==> config.mk <==
export PLATFORM = sky130hd
export DESIGN_NAME = logic_op_arbiter
export DESIGN_NICKNAME = d
export VERILOG_FILES = /design/src/rtl/logic_op_arbiter.sv
export SDC_FILE = /design/constraint.sdc
export NUM_CORES = 1
export LEC_CHECK = 0
export CAP_MARGIN = 25
export CORE_MARGIN = 10
export CORE_UTILIZATION = 51
export DETAILED_ROUTE_END_ITERATION = 8
export PLACE_DENSITY = 0.94
export SLEW_MARGIN = 10
export SYNTH_ARGS = -nofsm -noshare
export SYNTH_HDL_FRONTEND = slang
export SYNTH_SLANG_ARGS = --single-unit
==> constraint.sdc <==
create_clock -name clk -period 3.2 [get_ports clk]
set_input_delay 0.8 -clock clk [delete_from_list [all_inputs] [get_ports clk]]
set_output_delay 0.8 -clock clk [all_outputs]
set_load 0.02 [all_outputs]
==> src/rtl/logic_op_arbiter.sv <==
// Four-requester round-robin arbiter in front of a one-deep result register.
// Each requester asks for a bitwise logic op on its own operands; the granted result is held until accepted.

module logic_op_unit #(
   parameter int W = 8
) (
   input  logic [2:0]   i_op,
   input  logic [W-1:0] i_a,
   input  logic [W-1:0] i_b,
   output logic [W-1:0] o_y,
   output logic         o_err
);
   always_comb begin
      o_y   = '0;
      o_err = 1'b0;
      case (i_op)
         3'd0:    o_y = i_a & i_b;
         3'd1:    o_y = i_a | i_b;
         3'd2:    o_y = ~i_a;
         3'd3:    o_y = ~(i_a & i_b);
         3'd4:    o_y = ~(i_a | i_b);
         3'd5:    o_y = i_a ^ i_b;
         3'd6:    o_y = ~(i_a ^ i_b);
         default: o_err = 1'b1;
      endcase
   end
endmodule

module logic_op_arbiter #(
   parameter int W = 8
) (
   input  logic           clk,
   input  logic           rst,
   input  logic [3:0]     req,
   input  logic [11:0]    op,
   input  logic [4*W-1:0] a,
   input  logic [4*W-1:0] b,
   output logic [3:0]     gnt,
   output logic [W-1:0]   y,
   output logic           y_vld,
   input  logic           y_rdy,
   output logic [1:0]     y_id,
   output logic           err
);
   localparam int NUM_LANES = 4;

   typedef enum logic {S_EMPTY = 1'b0, S_FULL = 1'b1} state_t;
   typedef struct packed {
      logic [W-1:0] y;
      logic         err;
   } res_t;

   state_t                r_state;
   logic [1:0]            r_ptr;
   logic [W-1:0]          r_y;
   logic [1:0]            r_id;
   logic                  r_err;

   res_t [NUM_LANES-1:0]  w_res;
   logic [1:0]            w_gnt_idx;
   logic                  w_any;
   logic                  w_accept;
   logic                  w_grant;

   // Every lane computes its result in parallel; the grant just picks one.
   genvar gi;
   generate
      for (gi = 0; gi < NUM_LANES; gi++) begin : g_lane
         logic_op_unit #(.W(W)) u_unit (
            .i_op  (op[3*gi +: 3]),
            .i_a   (a[W*gi +: W]),
            .i_b   (b[W*gi +: W]),
            .o_y   (w_res[gi].y),
            .o_err (w_res[gi].err)
         );
      end
   endgenerate

   // Search starts at the pointer; the first set request wins.
   always_comb begin
      w_gnt_idx = r_ptr;
      w_any     = 1'b0;
      for (int k = 0; k < NUM_LANES; k++) begin
         if (!w_any && req[r_ptr + 2'(k)]) begin
            w_any     = 1'b1;
            w_gnt_idx = r_ptr + 2'(k);
         end
      end
   end

   assign w_accept = (r_state == S_EMPTY) || y_rdy;
   assign w_grant  = !rst && w_accept && w_any;
   assign gnt      = w_grant ? (4'b0001 << w_gnt_idx) : 4'b0000;

   always_ff @(posedge clk) begin
      if (rst) begin
         r_state <= S_EMPTY;
         r_ptr   <= '0;
         r_y     <= '0;
         r_id    <= '0;
         r_err   <= 1'b0;
      end else begin
         if (w_grant) begin
            r_y     <= w_res[w_gnt_idx].y;
            r_err   <= w_res[w_gnt_idx].err;
            r_id    <= w_gnt_idx;
            r_ptr   <= w_gnt_idx + 2'd1;
            r_state <= S_FULL;
         end else begin
            case (r_state)
               S_FULL:  if (y_rdy) r_state <= S_EMPTY;
               default: r_state <= S_EMPTY;
            endcase
         end
      end
   end

   assign y     = r_y;
   assign y_id  = r_id;
   assign err   = r_err;
   assign y_vld = (r_state == S_FULL);
endmodule

==> reports/metrics.csv <==
stage,metric,value,unit
timing,number of failing hold endpoints at the final stage,0,
worst_hold_path,number of cells on the worst hold path,2,
critical_path,register-to-register setup slack,970,ps
finish,count of filler cells inserted in the layout,585,
synth,number of flip-flops and latches in the synthesized netlist,14,
worst_hold_path,source of the worst hold timing path,y[6],
clocking,clock root buffer master,clkbuf_8,
critical_path,"slowest stage delay, CP",330,ps
worst_hold_path,worst hold path endpoint,y[6],
clocking,H-tree levels,1,
detailed_routing,post-DR wirelength/cell,15.8,um
critical_path,kind of critical path,input pin to output pin,
placed_design,total cell area at the placement stage,5090,um2
synth,net count after synthesis,691,
worst_hold_path,class of the tightest hold or removal check,flop to flop,
critical_path,worst r2r src,r_ptr[1],
floorplanning,core area,7290,um2
detailed_routing,number of design rule violations left after detail routing,0,
global_routing,Total Routing Usage GR,0.199,
power,"IR drop worst, VDD",0.157,mV
global_routing,vias in the first global route,4389,
finish,multi-input gate area in the final layout,3160,um2
clocking,clock slew at the register clock pins of the worst setup and hold paths,60,ps
finish,antenna cell count,0,
synth,netlist area before placement,3860,um2
power,Clock power frac,0.146,
timing,Final Setup Violations,0,
timing,period utilization,0.982,
synth,gate count after technology mapping,540,
finish,Final nets,798,
critical_path,worst reg-to-reg path cell count,8,
synth,synth top area cells,"ha_1, inv_1, dfxtp_1",
global_routing,largest net degree at the start of global routing,23,
power,"sum of internal, switching and leakage power",1180,uW
critical_path,biggest fanout along the worst timing path,4,
clocking,TritonCTS clock tree,built,
critical_path,Critical Path Source Type,input pin,
global_routing,first-pass GRT wire length,19.8,mm
timing,final critical-path required period,3140,ps
synth,asr flop ratio synth,0,
timing,peak clock frequency supported by timing,318,MHz
floorplanning,die area,11400,um2
clocking,count of clock tree sinks,14,
power,power density relative to cell area,229,nW/um2
timing,max-slew violations,0,
timing,final clock skew,4.11,ps
critical_path,worst endpoint required time,2400,ps
floorplanning,number of placement rows,31,
clocking,number of clock buffers inserted by TritonCTS,3,
finish,proportion of layout cells with a drive suffix above 1,0.119,
global_routing,global route total overflow,0,
critical_path,capturing element type of the critical path,output pin,
detailed_routing,DR vias/cell,5.89,
global_routing,antenna violations before repair,0,
synth,most frequent cell after synthesis,inv_1,
floorplanning,height of the die,107,um
detailed_routing,DR iter-0 viols,211,
critical_path,arrival time reported for the critical path endpoint,2340,ps
flow_run,max cap viols,0,
finish,non-filler cells in the finished layout,745,
power,Sw Pwr,483,uW
finish,area of all placed cells without fillers,5180,um2
critical_path,destination of the worst register-to-register timing path,y[6],
detailed_routing,detailed-routing iteration count for the pre-antenna-repair pass,5,
synth,Synth cell types,56,
synth,Post-synth EDFFs,0,
synth,cell taking the most area after synthesis,ha_1,
placed_design,total instance count after detailed placement,739,
finish,FF/Latch Area,280,um2
detailed_routing,routed via count,4390,
placed_design,routability-driven placement congestion ratio,0.898,
synth,mean instance size in the synthesized netlist,7.14,um2
floorplanning,die span in x,107,um
floorplanning,number of top-level pins,99,
detailed_routing,detailed-route wire length,11.8,mm
detailed_routing,Antenna Nets Post-Route,0,
timing,Worst Max-Slew Pin Slew,670,ps
clocking,Post-CTS Hold Buffers,0,
clocking,clock latency on the worst-skew pair,250,ps
floorplanning,starting density of the core,0.529,
clocking,maximum number of buffers from clock root to sink,2,
critical_path,slowest cell on the critical path,or2_2,
synth,Post-synth top flop,dfxtp_1,
power,switching part of the total power,0.408,
finish,post-layout util,0.710,
power,internal power contribution,701,uW
placed_design,DPL Wire Length,9.76,mm
power,combinational group share of total power,0.663,
synth,area share of the largest cell type after synthesis,0.221,
placed_design,Port Buffer Count,98,
timing,total negative slack for setup checks,0,ps
outcome,outcome,"finished, final reports clean",
synth,register area share after synthesis,0.0727,
synth,commonest cells in the netlist,"inv_1, ha_1, o21ai_0",
power,fraction of power consumed by sequential logic,0.191,
power,Leakage,0.00241,uW
critical_path,cell-by-cell listing of the critical path,"dlygate4sd2_1, or2_2, a21oi_4, a211oi_4, buf_4, ha_1, and2_1, clkdlybuf4s15_2",
timing,Max transition margin,0.542,
finish,P&R area growth vs syn,34.3,%
synth,YS warnings,0,
[cell families (layout without fill, tap and decap cells)]
family          Yosys count  in the layout  synth area share
flops                    14             14            0.0727
compound gates          157            157             0.278
fa+ha+maj                68             68             0.221
buf+inv                 115            221             0.116
simple gates            148            148             0.194
mux                      38             38             0.118
[per-stage QoR]
step | setup slack, ps | hold WS, ps
2_1_floorplan | 263 | 490
3_5_place_dp | -585 | 449
4_1_cts | 23.4 | 462
6_report | 56.3 | 458
5_1_grt | -3.40 | 480
3_3_place_gp | -478 | 440
[power groups by stage]
stage	clock (uW)	combinational (uW)	sequential (uW)
final	173	785	226
after global routing	184	859	228
after CTS	174	774	224
after detailed placement	0	765	227
after global placement	0	730	226
after floorplan	0	411	252
[metal layers]
layer,vias to the layer above,wire length [um],GRT usage
met5,-,0,0
met4,0,119,0.0261
met3,16,717,0.0431
met2,162,6080,0.377
met1,2076,4870,0.225
li1,2136,-,-
[worst max-delay path by stage]
stage                start     end  slack (ps)  cells after the start
finish              req[1]  gnt[1]          60                      8
global route        req[1]  gnt[1]          -3                      8
CTS                 req[0]  gnt[2]          20                      8
detailed placement  req[0]  gnt[3]        -580                      8
global placement    req[3]  gnt[0]        -480                      8
floorplan           req[3]  gnt[1]         260                      6
[flip-flops by register name (all words and copies together), names as in the netlist]
register and count:
err 1, r_ptr 2, y 8, y_id 2, y_vld 1
[repair_timing]
item / CTS / global route
gates resized for setup: 21 / 7
endpoints found under the setup margin: 4 / 2
setup buffers: 1 / 1
pin swaps: 2 / 3
[placed cells by master, fill, tap and decap left out, types with 6 or more instances in the layout]
master	instances
clkdlybuf4s50_1	90
nand2_1	36
mux2_2	11
inv_1	77
buf_4	39
nor2b_1	16
o31ai_1	8
nor3b_1	6
nand2b_1	17
dfxtp_1	14
a211oi_1	18
ha_1	68
nor3_1	19
o311ai_0	7
mux2i_1	22
nor2_1	32
a221oi_1	11
o211ai_1	10
o21ai_0	38
a21oi_1	29
[cell type report]
cell class | instances | area share
clock buffers | 4 | 0.0106
repair buffers | 137 | 0.243
inverters | 80 | 0.0580
multi-input cells | 411 | 0.611
flip-flops and latches | 14 | 0.0541
well taps | 99 | 0.0239
[critical path: cells and delay by family]
family	cells	cell delay [ps]
AND/OR/NAND/NOR	2	460
AO/OA/AOI/OAI	2	230
adder cells (fa/ha/maj)	1	180
buffers and inverters	3	670
(Power assumes the default switching activity.)
